$ cat src/rtl/hist_lut_bank_ctrl.sv
// Ping-pong LUT bank controller for histogram equalization: schedules rebuilds,
// steers rebuilder writes into the inactive bank and swaps banks on frame starts.
module hist_lut_bank_ctrl #(
  parameter int ADDR_W      = 14,
  parameter int DATA_W      = 8,
  parameter int UPD_PERIOD  = 1,
  parameter int TIMEOUT_CYC = 1048576
) (
  input  logic              clk,
  input  logic              srst,
  input  logic              enable,
  input  logic              sof,
  output logic              rebuild_start,
  input  logic              lut_we_in,
  input  logic [ADDR_W-1:0] lut_addr_in,
  input  logic [DATA_W-1:0] lut_din_in,
  output logic              lut_ram_we,
  output logic [ADDR_W:0]   lut_ram_addr,
  output logic [DATA_W-1:0] lut_ram_din,
  output logic              rd_bank,
  output logic              bank_swap,
  output logic              busy,
  output logic              timeout_err,
  output logic              fill_err
);

  localparam int FC_W = $clog2(UPD_PERIOD + 1);
  localparam int WD_W = $clog2(TIMEOUT_CYC + 1);

  localparam logic [1:0] S_IDLE     = 2'd0;
  localparam logic [1:0] S_WAIT_SOF = 2'd1;
  localparam logic [1:0] S_FILL     = 2'd2;
  localparam logic [1:0] S_PENDING  = 2'd3;

  localparam logic [ADDR_W-1:0] LAST_ADDR = '1;
  localparam logic [ADDR_W:0]   LAST_CNT  = {1'b0, {ADDR_W{1'b1}}};
  localparam logic [ADDR_W:0]   WR_ONE    = (ADDR_W+1)'(1);
  localparam logic [FC_W-1:0]   PERIOD    = FC_W'(UPD_PERIOD);
  localparam logic [FC_W-1:0]   FC_ONE    = FC_W'(1);
  localparam logic [WD_W-1:0]   WD_LIMIT  = WD_W'(TIMEOUT_CYC);
  localparam logic [WD_W-1:0]   WD_LAST   = WD_W'(TIMEOUT_CYC - 1);
  localparam logic [WD_W-1:0]   WD_ONE    = WD_W'(1);

  logic [1:0]        state_reg, state_next;
  logic [FC_W-1:0]   frame_cnt_reg, frame_cnt_next, frame_inc;
  logic [ADDR_W:0]   wr_cnt_reg, wr_cnt_next;
  logic [WD_W-1:0]   wdog_reg, wdog_next;
  logic              rd_bank_reg, rd_bank_next;
  logic              start_reg, start_next;
  logic              swap_reg, swap_next;
  logic              timeout_err_reg, timeout_err_next;
  logic              fill_err_reg, fill_err_next;
  logic              we_reg, we_next;
  logic [ADDR_W:0]   addr_reg, addr_next;
  logic [DATA_W-1:0] din_reg, din_next;

  always_comb begin
    state_next       = state_reg;
    frame_cnt_next   = frame_cnt_reg;
    wr_cnt_next      = wr_cnt_reg;
    wdog_next        = wdog_reg;
    rd_bank_next     = rd_bank_reg;
    start_next       = 1'b0;
    swap_next        = 1'b0;
    timeout_err_next = timeout_err_reg;
    fill_err_next    = fill_err_reg;
    we_next          = 1'b0;
    addr_next        = addr_reg;
    din_next         = din_reg;
    frame_inc        = frame_cnt_reg + FC_ONE;

    // Target bank always derives from the registered rd_bank, never a pending toggle.
    if (state_reg == S_FILL && lut_we_in) begin
      we_next   = 1'b1;
      addr_next = {~rd_bank_reg, lut_addr_in};
      din_next  = lut_din_in;
    end else if (lut_we_in) begin
      fill_err_next = 1'b1;
    end

    if (!enable) begin
      state_next = S_IDLE;
    end else begin
      case (state_reg)
        S_IDLE: begin
          state_next     = S_WAIT_SOF;
          frame_cnt_next = '0;
        end
        S_WAIT_SOF: begin
          if (sof) begin
            if (frame_inc == PERIOD) begin
              frame_cnt_next = '0;
              start_next     = 1'b1;
              state_next     = S_FILL;
              wr_cnt_next    = '0;
              wdog_next      = '0;
            end else begin
              frame_cnt_next = frame_inc;
            end
          end
        end
        S_FILL: begin
          if (wdog_reg != WD_LIMIT)
            wdog_next = wdog_reg + WD_ONE;
          if (lut_we_in)
            wr_cnt_next = wr_cnt_reg + WR_ONE;
          // A last-address write decides the fill outcome before the watchdog does.
          if (lut_we_in && lut_addr_in == LAST_ADDR) begin
            if (wr_cnt_reg == LAST_CNT) begin
              state_next = S_PENDING;
            end else begin
              fill_err_next = 1'b1;
              state_next    = S_WAIT_SOF;
            end
          end else if (wdog_reg >= WD_LAST) begin
            timeout_err_next = 1'b1;
            state_next       = S_WAIT_SOF;
          end
        end
        default: begin
          if (sof) begin
            swap_next    = 1'b1;
            rd_bank_next = ~rd_bank_reg;
            // The swapping sof is frame 1 of the next period.
            if (PERIOD == FC_ONE) begin
              start_next     = 1'b1;
              state_next     = S_FILL;
              frame_cnt_next = '0;
              wr_cnt_next    = '0;
              wdog_next      = '0;
            end else begin
              state_next     = S_WAIT_SOF;
              frame_cnt_next = FC_ONE;
            end
          end
        end
      endcase
    end
  end

  always_ff @(posedge clk or posedge srst) begin
    if (srst) begin
      state_reg       <= S_IDLE;
      frame_cnt_reg   <= '0;
      wr_cnt_reg      <= '0;
      wdog_reg        <= '0;
      rd_bank_reg     <= 1'b0;
      start_reg       <= 1'b0;
      swap_reg        <= 1'b0;
      timeout_err_reg <= 1'b0;
      fill_err_reg    <= 1'b0;
      we_reg          <= 1'b0;
      addr_reg        <= '0;
      din_reg         <= '0;
    end else begin
      state_reg       <= state_next;
      frame_cnt_reg   <= frame_cnt_next;
      wr_cnt_reg      <= wr_cnt_next;
      wdog_reg        <= wdog_next;
      rd_bank_reg     <= rd_bank_next;
      start_reg       <= start_next;
      swap_reg        <= swap_next;
      timeout_err_reg <= timeout_err_next;
      fill_err_reg    <= fill_err_next;
      we_reg          <= we_next;
      addr_reg        <= addr_next;
      din_reg         <= din_next;
    end
  end

  assign rebuild_start = start_reg;
  assign lut_ram_we    = we_reg;
  assign lut_ram_addr  = addr_reg;
  assign lut_ram_din   = din_reg;
  assign rd_bank       = rd_bank_reg;
  assign bank_swap     = swap_reg;
  assign busy          = (state_reg == S_FILL) | (state_reg == S_PENDING);
  assign timeout_err   = timeout_err_reg;
  assign fill_err      = fill_err_reg;

endmodule

$ cat config.mk
export PLATFORM = sky130hd
export DESIGN_NAME = hist_lut_bank_ctrl
export DESIGN_NICKNAME = d
export VERILOG_FILES = /design/src/rtl/hist_lut_bank_ctrl.sv
export SDC_FILE = /design/constraint.sdc
export NUM_CORES = 1
export LEC_CHECK = 0
export ABC_AREA = 1
export CORE_UTILIZATION = 58
export DETAILED_ROUTE_END_ITERATION = 6
export PLACE_DENSITY = 0.85
export SLEW_MARGIN = 10
export SYNTH_ARGS = -nofsm -noshare
export SYNTH_HDL_FRONTEND = slang
export SYNTH_SLANG_ARGS = --single-unit
$ cat constraint.sdc
create_clock -name clk -period 5.4 [get_ports clk]
set_clock_uncertainty 0.15 [all_clocks]
set_input_delay 1.08 -clock clk [delete_from_list [all_inputs] [get_ports clk]]
set_output_delay 1.08 -clock clk [all_outputs]
set_load 0.01 [all_outputs]
==> results of run 1 <==
final timing paths:
kind,endpoint,slack (ns),cells after the start
worst max-delay path,wdog_reg[17]$_DFFE_PP0P_,2.44,7
worst min-delay path,lut_ram_addr[5]$_DFFE_PP0P_,0.32,2
worst max register to register,wdog_reg[17]$_DFFE_PP0P_,3.02,7
worst min register to register,lut_ram_addr[5]$_DFFE_PP0P_,0.32,2
max in group asynchronous,wdog_reg[0]$_DFFE_PP0P_,3.12,3
min in group asynchronous,lut_ram_addr[11]$_DFFE_PP0P_,1.10,2
metrics by stage:
step           instance area [um^2]  total power, uW  setup slack (ns)  utilization  instances
2_1_floorplan                  3660              814              2.49            -        515
3_3_place_gp                   4270             1020              2.22        0.713        636
3_5_place_dp                   4270             1040              2.12        0.713        636
4_1_cts                        4450             1440              2.46        0.743        650
5_1_grt                        4450             1510              2.23        0.743        650
6_report                       4450             1430              2.44        0.743        650
critical path: stages:
cell	delay [ns]
clkdlybuf4s50_1	0.47
nand2_1	0.12
inv_1	0.07
nand2_4	0.13
inv_1	0.12
a21oi_2	0.75
o21ai_0	0.23
cell usage after synthesis:
cell type	instances
a21o_1	1
a21oi_1	6
a21oi_2	1
buf_1	1
buf_2	3
buf_4	2
clkbuf_1	5
dfrtp_1	67
ha_1	3
inv_1	48
nand2_1	201
nand2_2	2
nand2_4	4
nand3_1	34
nand4_1	11
nor2_1	77
nor2_2	1
nor2_4	1
nor2_8	1
nor3_1	9
nor3b_1	1
nor4_1	1
o21ai_0	17
o21ai_1	2
o21bai_1	1
or2_2	1
xnor2_1	4
xor2_1	10
cell families after synthesis:
| logic type | Yosys count |
|---|---|
| buffers and inverters | 59 |
| AO/OA/AOI/OAI | 28 |
| AND/OR/NAND/NOR | 344 |
| XOR/XNOR | 14 |
| flip-flops | 67 |
| adder cells (fa/ha/maj) | 3 |
power groups by stage:
stage / clock network [uW] / registers, uW / logic [uW]
after floorplan: 0 / 692 / 123
after global placement: 0 / 652 / 370
after detailed placement: 0 / 659 / 381
after CTS: 403 / 650 / 383
after global routing: 429 / 661 / 421
final: 399 / 649 / 378
layer usage:
| metal | routed length (um) | GRT usage | share of wire |
|---|---|---|---|
| met5 | 0 | 0 | 0 |
| met2 | 4060 | 0.453 | 0.47 |
| met4 | 177 | 0.102 | 0.020 |
| met3 | 633 | 0.0678 | 0.073 |
| met1 | 3770 | 0.374 | 0.44 |
area by class of cell:
type | count | area, um^2
Clock buffer | 11 | 141
Tap cell | 75 | 93.8
Timing Repair Buffer | 57 | 568
Inverter | 48 | 180
Clock inverter | 3 | 40.0
Sequential cell | 67 | 1680
Multi-Input combinational cell | 389 | 1750
Fill cell | 453 | 1540
==> metrics.txt, run 1 <==
Die Wd=81.5 um; largest net degree at the start of global routing=44; Hold Crit Class=flip-flop to flip-flop; gpl congestion=0.930; Psw=416 uW; adder-cell area share of the yosys netlist=0.0103; commonest cells after routing, fill and taps aside=nand2_1, nor2_1, dfrtp_1; fin nets=602; Final Hold Fails=0; buffers added on ports=56; worst reg2reg path startpoint=wdog_reg[0]$_DFFE_PP0P_; Yosys top cell area share=0.458; Root Driver=clkbuf_8; Worst EP arrival=2.98 ns; mux contribution to synthesized area=0; Avg Vias per Cell=5.32; DRC viols=0; Mapped Area=0.00366 mm^2; sequential share of the synthesized area=0.458; share of power burned in registers=0.455; Iter 0 DRT Violations=220; Startpoint Class=input pin; Net Sw Frac=0.292; core area=0.00599 mm^2; initial antenna violation count=0; Synth area leader=dfrtp_1; grt total ovfl=0; Hold Path Origin=lut_ram_addr[5]$_DFFE_PP0P_; worst-margin pin slew=1.01 ns; via count=3456; CTS resizes=0; share of cells above drive strength 1=0.0452; Ant. Diodes=0; Post-CTS Setup Inserts=0; Tcrit/Tclk final=0.548; synth warn=0; post-synthesis cell type count=28; worst-case clock buffer depth=2; area grow syn2layout=21.6%; TritonCTS clock tree=built; combinational power share=0.265; Total GRT Usage=0.283; maxcap violations=0; CP Class=input pin to flip-flop; Clk pin slew, worst setup/hold paths=0.06 ns; fmax=338 MHz; Routed WL=8640 um; Post-Synth Simple-Gate Area=0.394; leakage power=0.00217 uW; compound-cell area share of the yosys netlist=0.0407; Critical Path Start=enable; num rows=28; pins over their slew limit=0; Syn Nets=545; hpwl dp=6180 um; number of global-route vias before repair=3148; Post-Synth XOR/XNOR Area=0.0335; antenna-violating nets left=0; Starting Density=0.611; RSZ-0062 raised after global routing=false; synthesized instance count=515; die area=0.00663 mm^2; Hold Buf Count CTS=0; Avg Cell Area, Syn=7.11 um^2; Peak VDD IR=241 uV; Crit Path Max Fanout=24; commonest non-fill, non-tap cell in the layout=nand2_1; endpoints failing setup=0; max reg flops=21; global-route wire length before repair=14200 um; worst hold slack=0.325 ns; CTS sink count=67; Clk pwr share=0.280; critical path required time=5.42 ns; min Tclk post-route=2.96 ns; Worst setup EP type=flip-flop; Seq cells post-synth=67; outcome=complete, no violations; clock insertion delay at the later pin of the skew report=0.34 ns; internal power=1010 uW; DRT Pass-1 Iters=5; Slew Limit Headroom=0.325; largest family of logic cells by synthesized area=simple AND/OR/NAND/NOR gates; H-tree depth=3; TNS Setup=0 ns; Synth area leaders=dfrtp_1, nand2_1, nor2_1; Wirelength per Cell=13.3 um; die height=81.5 um; IO Pins=57; cts bufs inserted=9; pwr/cell area=320 mW/mm^2
No activity file was read; power rests on OpenSTA's default activity.
==> inputs of run 2 (changes only) <==
- CORE_UTILIZATION: 58 -> 54
- PLACE_DENSITY: 0.85 -> 0.8
- clock period: 5.4 -> 3.1 ns (I/O delays scaled with it)
==> metrics.txt, run 2 (synthesized netlist as in run 1, its figures left out) <==
pwr/cell area=593 mW/mm^2 (+85%); IO Pins=57 (unchanged); Final Power=2700 uW (+89%); Worst EP arrival=1.41 ns (-1.57 ns); grt total ovfl=0 (unchanged); Clk pin slew, worst setup/hold paths=0.07 ns (about the same); Hold Crit Class=flip-flop to flip-flop; max reg flops=21 (unchanged); leakage power=0.00221 uW (+1.8%); commonest non-fill, non-tap cell in the layout=nand2_1; maxcap violations=0 (unchanged); Iter 0 DRT Violations=245 (+11%); initial antenna violation count=0 (unchanged); global-route wire length before repair=14700 um (+3.9%); CTS sink count=67 (unchanged); Peak VDD IR=352 uV (+46%); buffers added on ports=56 (unchanged); RSZ-0062 raised after global routing=false; number of global-route vias before repair=3347 (+6.3%); CP delay by family, top=buffers and inverters; FF/Latch Area=0.00168 mm^2 (unchanged); area grow syn2layout=24.2%; area of the multi-input gates=0.00175 mm^2 (unchanged); die height=84.3 um (+3.5%); CP Class=flip-flop to primary output; Startpoint Class=flip-flop; cts bufs inserted=9 (unchanged); antenna-violating nets left=0 (unchanged); worst-margin pin slew=0.713 ns (-0.299 ns); endpoints failing setup=0 (unchanged); Slew Limit Headroom=0.524 (+0.199); worst-path cell chain=clkdlybuf4s50_1; Tcrit/Tclk final=0.703; largest net degree at the start of global routing=68 (+55%); TNS Setup=0 ns (unchanged); CTS resizes=0 (unchanged); Total GRT Usage=0.258 (-0.0250); Starting Density=0.567 (-0.0443); hpwl dp=6140 um (-0.69%); Routed WL=8580 um (-0.74%); min Tclk post-route=2.18 ns; DRC viols=9 (+9); Avg Vias per Cell=5.24 (-1.4%); Fillers=537 (+19%); Wirelength per Cell=13.1 um (-1.6%); Net Sw Frac=0.287 (-0.00449); worst-path cell with the longest stage delay=clkdlybuf4s50_1; Final Non-Filler Cells=656 (+0.92%); Root Driver=clkbuf_8; Worst Path Buf+Inv=1 (-2); Post-Place Cells=640 (+0.63%); fin nets=604 (+0.33%); internal power=1920 uW (+90%); Post-CTS Setup Inserts=0 (unchanged); combinational power share=0.248 (-0.017); Psw=775 uW (+86%); TritonCTS clock tree=built; Die Wd=84.3 um (+3.5%); worst-case clock buffer depth=2 (unchanged); commonest cells after routing, fill and taps aside=nand2_1, nor2_1, dfrtp_1; Final Hold Fails=0 (unchanged); H-tree depth=3 (unchanged); fmax=459 MHz; Worst setup EP type=primary output; DRT Pass-1 Iters=7 (+2); clock insertion delay at the later pin of the skew report=0.35 ns (about the same); share of power burned in registers=0.419 (-0.036); share of cells above drive strength 1=0.0535 (+0.00832); Crit Path Max Fanout=6 (-75%); die area=0.00711 mm^2 (+7.2%); slowest stage delay, CP=0.58 ns (-0.17 ns); pins over their slew limit=0 (unchanged); Hold Buf Count CTS=0 (unchanged); failing checks=design-rule violations; outcome=finished, violations left; Ant. Diodes=0 (unchanged); core area=0.00646 mm^2 (+7.8%); via count=3439 (-0.49%); gpl congestion=0.882 (-5.1%); critical path required time=2.33 ns (-3.09 ns); num rows=29 (+3.6%); Clk pwr share=0.333 (+0.053)
[run 2: cell types whose count changed in the layout (fill, tap and decap cells not counted)]
cell	change
buf_12	+1
bufinv_16	+2
clkinvlp_4	+1
clkinv_2	-2
inv_6	+2
buf_4	+1
clkinv_4	+1
clkbuf_1	-1
clkbuf_8	-1
[run 2: path summary, 6_finish.rpt]
check	startpoint	to	slack (ns)	cells past startpoint
min	lut_ram_addr[12]$_DFFE_PP0P_	lut_ram_addr[12]$_DFFE_PP0P_	0.32	2
max in group asynchronous	srst	wdog_reg[9]$_DFFE_PP0P_	2.01	3
max reg2reg	wdog_reg[0]$_DFFE_PP0P_	state_reg[1]$_DFFE_PP0P_	1.05	6
min reg2reg	lut_ram_addr[12]$_DFFE_PP0P_	lut_ram_addr[12]$_DFFE_PP0P_	0.32	2
min in group asynchronous	srst	lut_ram_din[0]$_DFFE_PP0P_	0.50	3
max	state_reg[1]$_DFFE_PP0P_	busy	0.92	1
[run 2: power by group through the flow]
stage / Clock (uW) / Sequential [uW] / Combinational, uW
after floorplan: 0 / 1210 / 214
after global placement: 0 / 1140 / 654
after CTS: 905 / 1130 / 676
after global routing: 948 / 1150 / 734
after detailed placement: 0 / 1140 / 674
final: 896 / 1130 / 669
[run 2: area by class of cell]
| class | instances | area share |
|---|---|---|
| Clock buffer | 9 | 0.0272 |
| Clock inverter | 7 | 0.0272 |
| Inverter | 48 | 0.0396 |
| Multi-Input combinational cell | 389 | 0.385 |
| Sequential cell | 67 | 0.369 |
| Tap cell | 77 | 0.0212 |
| Timing Repair Buffer | 59 | 0.131 |
[run 2: through the flow]
step / worst slack, ns / hold slack (ns) / utilization / area (um^2)
5_1_grt: 0.852 / 0.350 / 0.704 / 4550
3_3_place_gp: 0.752 / 0.302 / 0.666 / 4300
4_1_cts: 0.897 / 0.327 / 0.704 / 4550
6_report: 0.919 / 0.322 / 0.704 / 4550
3_5_place_dp: 0.680 / 0.307 / 0.666 / 4300
2_1_floorplan: 0.647 / 0.343 / - / 3660
[run 2: layer usage]
layer  GRT usage  share of wire  vias to the layer above
li1            -              -                     1722
met1       0.341           0.45                     1589
met2       0.436           0.46                      118
met3      0.0364          0.072                       10
met4      0.0955          0.014                        0
met5           0              0                        -
==> inputs of run 3 (changes only) <==
- CORE_UTILIZATION: 54 -> 49
- PLACE_DENSITY: 0.8 -> 0.77
- clock period: 3.1 -> 2 ns (I/O delays scaled with it)
==> metrics.txt, run 3 (synthesized netlist as in run 1, its figures left out) <==
outcome=complete, no violations; slowest stage delay, CP=0.53 ns (-0.05 ns); Slew Limit Headroom=0.689 (+0.165); commonest non-fill, non-tap cell in the layout=nand2_1; Final Power=3970 uW (+47%); leakage power=0.00240 uW (+8.3%); Startpoint Class=flip-flop; Die Wd=88.4 um (+4.9%); initial antenna violation count=0 (unchanged); worst-case clock buffer depth=2 (unchanged); RSZ-0062 raised after global routing=false; worst-path cell chain=buf_4 > clkdlybuf4s50_1; Worst setup EP type=primary output; maxcap violations=0 (unchanged); number of global-route vias before repair=3382 (+1.0%); hpwl dp=6720 um (+9.5%); critical path required time=1.45 ns (-0.88 ns); setup ws final=0.0856 ns (-0.834 ns); die area=0.00782 mm^2 (+9.9%); antenna-violating nets left=0 (unchanged); global-route wire length before repair=15100 um (+2.3%); gpl congestion=0.899 (+1.8%); Worst Path Buf+Inv=2 (+1); max reg flops=21 (unchanged); H-tree depth=3 (unchanged); largest net degree at the start of global routing=46 (-32%); Worst EP arrival=1.36 ns (-0.05 ns); Hold Buf Count CTS=0 (unchanged); min Tclk post-route=1.91 ns; R2R cell count=7 (+1); fmax=522 MHz; die height=88.4 um (+4.9%); CP delay by family, top=buffers and inverters; Iter 0 DRT Violations=254 (+3.7%); Final Hold Fails=0 (unchanged); Root Driver=clkbuf_8; pre-CTS WS=-0.456 ns (-1.14 ns); via count=3578 (+4.0%); fin nets=644 (+6.6%); Routed WL=9180 um (+7.1%); pwr/cell area=815 mW/mm^2 (+37%); worst-path cell with the longest stage delay=clkdlybuf4s50_1; pins over their slew limit=0 (unchanged); area grow syn2layout=32.9%; Crit Path Max Fanout=4 (-2); commonest cells after routing, fill and taps aside=nand2_1, nor2_1, dfrtp_1; Avg Vias per Cell=4.98 (-4.9%); fin util=0.671 (-0.0333); area post-placement=0.00463 mm^2 (+7.7%); Total GRT Usage=0.252 (-0.00643); core area=0.00725 mm^2 (+12%); Starting Density=0.505 (-0.0621); Clk pin slew, worst setup/hold paths=0.07 ns (about the same); post-route cell area=0.00487 mm^2 (+7.0%); DRC viols=0 (-9); cts bufs inserted=9 (unchanged); grt total ovfl=0 (unchanged); worst-margin pin slew=0.466 ns (-0.247 ns); Wirelength per Cell=12.8 um (-2.2%); Tcrit/Tclk final=0.957; endpoints failing setup=0 (unchanged); Hold Crit Class=input pin to async pin; buffers added on ports=56 (unchanged); Ant. Diodes=0 (unchanged); share of cells above drive strength 1=0.118 (+0.0644); critical path depth in cells=2 (+1); IO Pins=57 (unchanged); clock insertion delay at the later pin of the skew report=0.35 ns (about the same); CTS sink count=67 (unchanged); Peak VDD IR=455 uV (+29%); num rows=31 (+6.9%); worst reg2reg path startpoint=wdog_reg[0]$_DFFE_PP0P_; Critical Path Start=state_reg[1]$_DFFE_PP0P_; CP Class=flip-flop to primary output; TritonCTS clock tree=built; DRT Pass-1 Iters=4 (-3)
run 3: cell types whose count changed in the layout (fill, tap and decap cells not counted), moves of 2 or more:
cell and change:
bufinv_16 -2, buf_4 +38, a21oi_4 +2, clkinv_2 +2
run 3: cell type report:
| cell class | count | area (um^2) |
|---|---|---|
| Clock buffer | 10 | 128 |
| Clock inverter | 6 | 65.1 |
| Fill cell | 607 | 2390 |
| Inverter | 48 | 184 |
| Multi-Input combinational cell | 390 | 1790 |
| Sequential cell | 67 | 1680 |
| Tap cell | 99 | 124 |
| Timing Repair Buffer | 98 | 901 |
run 3: power breakdown:
group | internal, uW | switching [uW]
clock network | 578 | 536
registers | 1600 | 134
logic | 593 | 525
total | 2770 | 1200
run 3: what timing repair did:
item / 4_1_cts / 5_1_grt
setup endpoints to repair: 19 / 15
gates resized for setup: 1 / 4
pin swaps: 1 / 1
setup buffers: 1 / 0
cloned: 1 / 0
run 3: worst paths after layout:
check                                              endpoint  slack, ns
worst min register to register      timeout_err$_DFFE_PP0P_       0.32
min in group clk                    timeout_err$_DFFE_PP0P_       0.32
worst max register to register     state_reg[1]$_DFFE_PP0P_       0.13
worst min-delay path            lut_ram_addr[6]$_DFFE_PP0P_       0.19
worst max-delay path                                   busy       0.09
max in group asynchronous          wdog_reg[20]$_DFFE_PP0P_       1.02
run 3: per-stage QoR:
step	setup TNS, ns	cells	hold slack [ns]
2_1_floorplan	0	515	0.343
5_1_grt	0	718	0.191
4_1_cts	0	718	0.184
3_5_place_dp	-7.16	700	0.297
6_report	0	718	0.187
3_3_place_gp	-5.27	700	0.294
run 3: routing by layer:
layer | GRT usage | vias to the layer above | routed length, um
li1 | - | 1808 | -
met1 | 0.301 | 1657 | 4000
met2 | 0.450 | 98 | 4490
met3 | 0.0476 | 15 | 503
met4 | 0.0938 | 0 | 185
met5 | 0 | - | 0
